--- config.mk ---
export PLATFORM = sky130hd
export DESIGN_NAME = mem_arbiter
export DESIGN_NICKNAME = d
export VERILOG_FILES = /design/src/rtl/mem_arb_pkg.sv /design/src/rtl/arb_lat_cnt.sv /design/src/rtl/mem_arbiter.sv
export SDC_FILE = /design/constraint.sdc
export NUM_CORES = 1
export LEC_CHECK = 0
export CAP_MARGIN = 20
export CELL_PAD_IN_SITES_DETAIL_PLACEMENT = 0
export CELL_PAD_IN_SITES_GLOBAL_PLACEMENT = 1
export CORE_MARGIN = 2
export CORE_UTILIZATION = 33
export CTS_CLUSTER_SIZE = 30
export DETAILED_ROUTE_END_ITERATION = 8
export PLACE_DENSITY_LB_ADDON = 0.1
export SLEW_MARGIN = 5
export SYNTH_ARGS = -nofsm -noshare
export SYNTH_HDL_FRONTEND = slang
export SYNTH_HIERARCHICAL = 1
export SYNTH_SLANG_ARGS = --single-unit
--- constraint.sdc ---
create_clock -name clk -period 2.5 [get_ports clk]
set_input_delay 0.375 -clock clk [delete_from_list [all_inputs] [get_ports clk]]
set_output_delay 0.375 -clock clk [all_outputs]
set_load 0.02 [all_outputs]
--- src/rtl/mem_arb_pkg.sv ---
// mem_arb_pkg: shared encodings, default parameters and counter widths for mem_arbiter
package mem_arb_pkg;
    localparam int MEM_LAT_DEF    = 1;
    localparam int STARVE_MAX_DEF = 3;
    localparam int CNT_W          = 3;
    localparam int STARVE_W       = 3;
    typedef enum logic {IDLE = 1'b0, BUSY = 1'b1} state_t;
    typedef enum logic {OWN_IF = 1'b0, OWN_D = 1'b1} owner_t;
endpackage

--- src/rtl/arb_lat_cnt.sv ---
// arb_lat_cnt: loadable latency counter with clear, enable and terminal flag at MEM_LAT-1
// Ports: clk, rst (async active-low), clr (highest priority), ld/ld_val, en, term
module arb_lat_cnt
    import mem_arb_pkg::*;
#(
    parameter int MEM_LAT = MEM_LAT_DEF
) (
    input  logic             clk,
    input  logic             rst,
    input  logic             clr,
    input  logic             ld,
    input  logic             en,
    input  logic [CNT_W-1:0] ld_val,
    output logic             term
);
    logic [CNT_W-1:0] cnt_q, cnt_d;
    always_comb cnt_d = clr ? '0 : ld ? ld_val : en ? cnt_q + 1'b1 : cnt_q;
    always_ff @(posedge clk or negedge rst) begin
        if (!rst) cnt_q <= '0;
        else      cnt_q <= cnt_d;
    end
    assign term = cnt_q == CNT_W'(MEM_LAT - 1);
endmodule

--- src/rtl/mem_arbiter.sv ---
// mem_arbiter: shares one fixed-latency single-port memory between fetch and load/store
// Ports: clk, rst (async active-low); fetch port if_*; data port d_*; memory port mem_*; err
// Optional: define MEM_ARB_ERR_EN to build the sticky protocol checker driving err
module mem_arbiter
    import mem_arb_pkg::*;
#(
    parameter int MEM_LAT    = MEM_LAT_DEF,
    parameter int STARVE_MAX = STARVE_MAX_DEF
) (
    input  logic        clk,
    input  logic        rst,
    input  logic        if_req,
    input  logic [15:0] if_addr,
    output logic [15:0] if_rdata,
    output logic        if_done,
    output logic        if_stall,
    input  logic        d_req,
    input  logic        d_wr,
    input  logic [15:0] d_addr,
    input  logic [15:0] d_wdata,
    output logic [15:0] d_rdata,
    output logic        d_done,
    output logic        d_stall,
    output logic        mem_en,
    output logic        mem_wr,
    output logic [15:0] mem_addr,
    output logic [15:0] mem_wdata,
    input  logic [15:0] mem_rdata,
    output logic        err
);
    state_t              state_q, state_d;
    owner_t              own_q, own_d;
    logic [STARVE_W-1:0] starve_q, starve_d;
    logic                mem_en_q, mem_en_d, mem_wr_q, mem_wr_d;
    logic [15:0]         mem_addr_q, mem_addr_d, mem_wdata_q, mem_wdata_d;
    logic [15:0]         if_rdata_q, if_rdata_d, d_rdata_q, d_rdata_d;
    logic                if_done_q, if_done_d, d_done_q, d_done_d;
    logic                if_ok, d_ok, grant, pick_if, busy, fin, term;

    arb_lat_cnt #(.MEM_LAT(MEM_LAT)) u_cnt (
        .clk    (clk),
        .rst    (rst),
        .clr    (fin),
        .ld     (grant),
        .en     (busy),
        .ld_val ('0),
        .term   (term)
    );

    always_comb begin
        // a port in its done cycle still holds req; masking it avoids a double grant
        if_ok       = if_req & ~if_done_q;
        d_ok        = d_req & ~d_done_q;
        busy        = state_q == BUSY;
        grant       = ~busy & (if_ok | d_ok);
        pick_if     = if_ok & (~d_ok | (starve_q == STARVE_W'(STARVE_MAX)));
        fin         = busy & term;
        state_d     = grant ? BUSY : fin ? IDLE : state_q;
        own_d       = grant ? (pick_if ? OWN_IF : OWN_D) : own_q;
        starve_d    = !grant ? starve_q : pick_if ? '0 :
                      (if_req && starve_q != '1) ? starve_q + 1'b1 : starve_q;
        mem_en_d    = grant;
        mem_wr_d    = grant ? (~pick_if & d_wr) : fin ? 1'b0 : mem_wr_q;
        mem_addr_d  = grant ? (pick_if ? if_addr : d_addr) : fin ? '0 : mem_addr_q;
        mem_wdata_d = grant ? (pick_if ? '0 : d_wdata) : fin ? '0 : mem_wdata_q;
        if_done_d   = fin & (own_q == OWN_IF);
        d_done_d    = fin & (own_q == OWN_D);
        if_rdata_d  = if_done_d ? mem_rdata : if_rdata_q;
        d_rdata_d   = (d_done_d & ~mem_wr_q) ? mem_rdata : d_rdata_q;
    end

    always_ff @(posedge clk or negedge rst) begin
        if (!rst) begin
            state_q     <= IDLE;
            own_q       <= OWN_IF;
            starve_q    <= '0;
            mem_en_q    <= 1'b0;
            mem_wr_q    <= 1'b0;
            mem_addr_q  <= '0;
            mem_wdata_q <= '0;
            if_rdata_q  <= '0;
            d_rdata_q   <= '0;
            if_done_q   <= 1'b0;
            d_done_q    <= 1'b0;
        end else begin
            state_q     <= state_d;
            own_q       <= own_d;
            starve_q    <= starve_d;
            mem_en_q    <= mem_en_d;
            mem_wr_q    <= mem_wr_d;
            mem_addr_q  <= mem_addr_d;
            mem_wdata_q <= mem_wdata_d;
            if_rdata_q  <= if_rdata_d;
            d_rdata_q   <= d_rdata_d;
            if_done_q   <= if_done_d;
            d_done_q    <= d_done_d;
        end
    end

    assign mem_en    = mem_en_q;
    assign mem_wr    = mem_wr_q;
    assign mem_addr  = mem_addr_q;
    assign mem_wdata = mem_wdata_q;
    assign if_rdata  = if_rdata_q;
    assign d_rdata   = d_rdata_q;
    assign if_done   = if_done_q;
    assign d_done    = d_done_q;
    // stalls are forced low while reset is asserted so every output reads 0
    assign if_stall  = rst & if_req & ~if_done_q;
    assign d_stall   = rst & d_req & ~d_done_q;

`ifdef MEM_ARB_ERR_EN
    logic err_q, err_d, d_wr_p_q;
    always_comb begin
        err_d = err_q
              | (grant & (pick_if ? if_addr[0] : d_addr[0]))
              | (busy & ((own_q == OWN_IF) ? ~if_req : ~d_req))
              | (busy & (d_wr != d_wr_p_q));
    end
    always_ff @(posedge clk or negedge rst) begin
        if (!rst) begin
            err_q    <= 1'b0;
            d_wr_p_q <= 1'b0;
        end else begin
            err_q    <= err_d;
            d_wr_p_q <= d_wr;
        end
    end
    assign err = err_q;
`else
    assign err = 1'b0;
`endif
endmodule

* After elaboration in Yosys (flattened, before gate mapping)
Cells that the tools add are included.
** Word-level totals
- Register bits :: 76
- Input bits :: 69
- Output and inout port bits :: 71
- Logic and storage cells :: 58
** Cells by class
- Add/sub/neg operators :: 2
- Equality and inequality tests :: 2
- Muxes and demuxes :: 14
- Bitwise operators :: 22
- Reductions and logical operators :: 6
** Operators by type and width (number)
- $mux W16 :: 5
- $mux W3 :: 5
- $and A1 B1 Y1 :: 13
- $not A1 Y1 :: 7
- $add A3 B1 Y3 const B :: 2
- $mux W1 :: 4
- $reduce_bool A2 Y1 :: 2
- $eq A3 B2 Y1 const B :: 1
- $logic_not A3 Y1 :: 1
- $ne A3 B3 Y1 const B :: 1
- $reduce_bool A3 Y1 :: 1
- $or A1 B1 Y1 :: 2
- $reduce_and A2 Y1 :: 1
- $logic_and A1 B1 Y1 :: 1

* Longest topological paths before layout
- Word-level depth :: 8
- Mapped depth :: 8

* By module
The synthesis kept the hierarchy.
** By module, submodules not included
- mem_arbiter :: times used 1, cells each 241, area each 3184.3 µm², seq. area each 1826.8 µm²
- arb_lat_cnt :: times used 1, cells each 19, area each 200.2 µm², seq. area each 75.1 µm²

* Worst setup path after synthesis
No wires, ideal clock.
- Path type :: register to register
- Start point :: reg starve_q[0]
- End point :: reg mem_addr_q[10], in the netlist mem_addr[10]
- Library setup time :: 124 ps
- Data arrival time :: 1899 ps
- Required time :: 2376 ps
- Setup slack :: 477 ps
- Cell stages (with the launch flop) :: 9
- Cells stage by stage :: dfrtp_1 > ha_1 > ha_1 > buf_6 > or3b_1 > buf_6 > buf_8 > and4_1 > a211o_1
** Between the ends
- Word-level cells in the longest chain between the ends :: 5
** RTL lines
- start: declaration :: line mem_arbiter.sv:33 : logic [STARVE_W-1:0] starve_q, starve_d;
- start signal: assignment :: line mem_arbiter.sv:88 : starve_q <= starve_d;
- $eq A3 B2 Y1 :: line mem_arbiter.sv:56 : pick_if = if_ok & (~d_ok | (starve_q == STARVE_W'(STARVE_MAX)));
- $or A1 B1 Y1 :: line mem_arbiter.sv:56
- $and A1 B1 Y1 :: line mem_arbiter.sv:56
- $mux W16 (2 in a row) :: line mem_arbiter.sv:64 : mem_addr_d = grant ? (pick_if ? if_addr : d_addr) : fin ? '0 : mem_addr_q;
- end signal: assignment :: line mem_arbiter.sv:91 : mem_addr_q <= mem_addr_d;
- end: declaration :: line mem_arbiter.sv:35 : logic [15:0] mem_addr_q, mem_addr_d, mem_wdata_q, mem_wdata_d;
Every way passes these cells.
A chain may end at the register's enable or synchronous reset.

* Final worst setup path
- Start point :: in rst
- End point :: out if_stall
** Between the ends
- Word-level cells in the longest chain between the ends :: 2
** RTL lines
- start: declaration :: line mem_arbiter.sv:11 : input logic rst,
- $and A1 B1 Y1 (2 in a row) :: line mem_arbiter.sv:109 : assign if_stall = rst & if_req & ~if_done_q;
- end: declaration :: line mem_arbiter.sv:16 : output logic if_stall,
Every way passes these cells.

==> impl_metrics.csv <==
group,metric,value,unit
flow_run,drv_cap,0,
logic_synthesis,synthDistinctLibCells,33,
route,routedWlPerCell,16.8,um
route,drc,0,
cells_and_area,multi_input_area,1280,um2
cells_and_area,finish.net_count,475,
logic_synthesis,yosysWarnings,6,
logic_synthesis,syn_area,3380,um2
placed_design,gp_congestion,0.716,
floorplan,floorplan.die_area,11100,um2
setup_path,timing.rr.end,"mem_addr[4]",
route,drt_iter0_drc,71,
cts,numCtsBuffers,9,
cells_and_area,fin_area,5110,um2
cts,root_buffer,"clkbuf_8",
setup_path,cp-start-kind,"primary input",
setup_path,r2r_cells,5,
cts,cts.repair.resized,0,
route,dr.pass1.iters,4,
setup_path,cp_data_required_time,2.12,ns
setup_path,cpMaxStageDelayCell,"clkdlybuf4s50_1",
floorplan,core-area,9860,um2
cts,path_clk_slew,0.07,ns
sta,hold_viol_final,0,
power_and_ir_drop,p_per_area,1210,nW/um2
cts,cts_tree,"done",
global_routing,grt_pass1_vias,2650,
sta,timing.fmax,417,MHz
global_routing,grt_pass1_wl,14500,um
global_routing,grt_max_degree,40,
sta,fin_crit,2.40,ns
sta,setup_tns,0,ns
setup_path,crit_path_start,"rst",
floorplan,num_rows,36,
cells_and_area,seqCellArea,1900,um2
cts,h-tree-depth,3,
min_path,hp-class,"primary input to async pin",
setup_path,crit_chain,"dlygate4sd3_1, buf_4, and2_1, clkdlybuf4s50_1",
cells_and_area,instances_no_fill,537,
cts,clk_latency,0.33,ns
placed_design,placed_area,4900,um2
global_routing,gr-usage-all-layers,16.6,%
power_and_ir_drop,vdd_drop_max,593,uV
placed_design,dp_hpwl,6300,um
logic_synthesis,synth_top_area_share,56.2,%
logic_synthesis,synth-seq-cells,76,
logic_synthesis,syn_inst,260,
floorplan,io_pins,140,
setup_path,reg2reg_from,"starve_q[0]",
setup_path,worstSetupPathType,"primary input to output port",
logic_synthesis,yosysTopAreaCell,"dfrtp_1",
cts,cts_buffer_depth,2,
sta,worstMarginPinSlew,0.763,ns
sta,maxSlewHeadroom,49.1,%
logic_synthesis,yosys-top-cells-area,"dfrtp_1 (56%), mux2_1 (11%), a22o_1 (4.9%)",
sta,holdWs,0.487,ns
cts,cts_setup_buffers,0,
floorplan,die_y,105,um
logic_synthesis,synth_seq_area_share,56.2,%
logic_synthesis,synth.top_cells.by_count,"dfrtp_1 (76), mux2_1 (33), inv_1 (24), a22o_1 (19)",
cells_and_area,drive_gt1_share,7.43,%
route,drt.antenna.violating_nets,0,
cells_and_area,diodes,0,
floorplan,die-width,105,um
placed_design,io_buffers,138,
cells_and_area,finish.utilization,51.8,%
sta,rsz0062_at_grt,"no",
global_routing,antenna_found_initial,0,
cts,hold_buffers,1,
setup_path,crit_end,"if_stall",
setup_path,end_kind,"output port",
sta,slew_violations,0,
sta,finalClockSkew,0.0135,ns
logic_synthesis,async_reset_ff_share,100,%
route,viasPerCell,4.82,
route,vias,2590,
route,drt_wl_total,9010,um
setup_path,r2r_setup_slack,0.38,ns
logic_synthesis,synth_edf_count,0,
logic_synthesis,syn_area_per_cell,13.0,um2
setup_path,arrival,2.02,ns
setup_path,critPathMaxFanout,23,
placed_design,dp_cells,522,
global_routing,gr-total-overflow,0,
power_and_ir_drop,power_leakage,0.00232,uW
run_status,outcome,"finished clean",
sta,finalSetupViolCount,0,
logic_synthesis,synth_top_flop_cell,"dfrtp_1",
logic_synthesis,synthMostInstantiatedCell,"dfrtp_1",
cts,cts.sinks,76,
sta,fin_crit_sh,95.8,%
floorplan,start_util,34.3,%
setup_path,max_stage_delay,0.63,ns
cells_and_area,fill_cells,880,
cells_and_area,syn_to_final_growth,51.0,%
cells by family after synthesis:
| group | synth area share [%] |
|---|---|
| xor+xnor | 0.259 |
| buf+inv | 6.58 |
| simple gates | 8.21 |
| other cells | 0.111 |
| mux | 11.3 |
| compound gates | 15.5 |
| fa+ha+maj | 1.85 |
| flops | 56.2 |
flip-flops by register name (all words and copies together), names as in the netlist:
name	count
mem_wdata	16
busy	1
starve_q	3
if_rdata	16
mem_en	1
d_rdata	16
mem_addr	16
u_cnt/cnt_q	3
mem_wr	1
own_q	1
d_done	1
if_done	1
cell usage in the layout, fill, tap and decap left out, types with 4 or more instances in the layout:
master / count
mux2_1: 33
buf_4: 11
and4_1: 16
clkbuf_8: 9
conb_1: 4
ha_1: 5
clkdlybuf4s50_1: 137
inv_1: 24
a22o_1: 19
a211o_1: 16
a2111oi_0: 16
nand2b_1: 4
dfrtp_1: 76
nor2b_1: 5
and2_1: 4
area by class of cell:
type	instances	share of cell area, %
Clock buffer	9	2.42
Timing Repair Buffer	149	28.6
Multi-Input combinational cell	140	25.1
Clock inverter	5	1.54
Inverter	25	1.84
Tap cell	133	3.26
Sequential cell	76	37.2
how the worst min path moves through the flow:
stage / startpoint / endpoint / slack (ns) / cells past startpoint
final: rst / mem_en / 0.49 / 2
after global routing: rst / if_done / 0.49 / 2
after CTS: rst / if_done / 0.48 / 2
after detailed placement: rst / d_done / 0.29 / 1
after global placement: rst / mem_en / 0.29 / 1
after floorplan: rst / busy / 0.08 / 0
stage by stage:
step                worst slack [ns]  power [uW]
floorplan                      0.477        3770
global placement               0.159        5240
detailed placement             0.147        5260
CTS                           0.0509        6280
global route                0.000501        6590
finish                         0.104        6190
metal layers:
metal | up-vias | track usage, % | wire [um]
li1 | 1230 | - | -
met1 | 1246 | 22.2 | 4110
met2 | 106 | 24.1 | 3910
met3 | 8 | 7.11 | 888
met4 | 0 | 5.43 | 97
met5 | - | 0 | 0
power breakdown:
| part | internal (uW) | total (uW) | switching (uW) |
|---|---|---|---|
| Clock | 550 | 987 | 437 |
| Combinational | 1540 | 3060 | 1520 |
| Sequential | 1810 | 2150 | 338 |
| Total | 3900 | 6190 | 2300 |
critical path: cells and delay by family:
kind / cells / cell delay [ns]
and+or+nand+nor: 1 / 0.17
buffers and inverters: 3 / 1.46
Power figures use the tool's default switching activity.
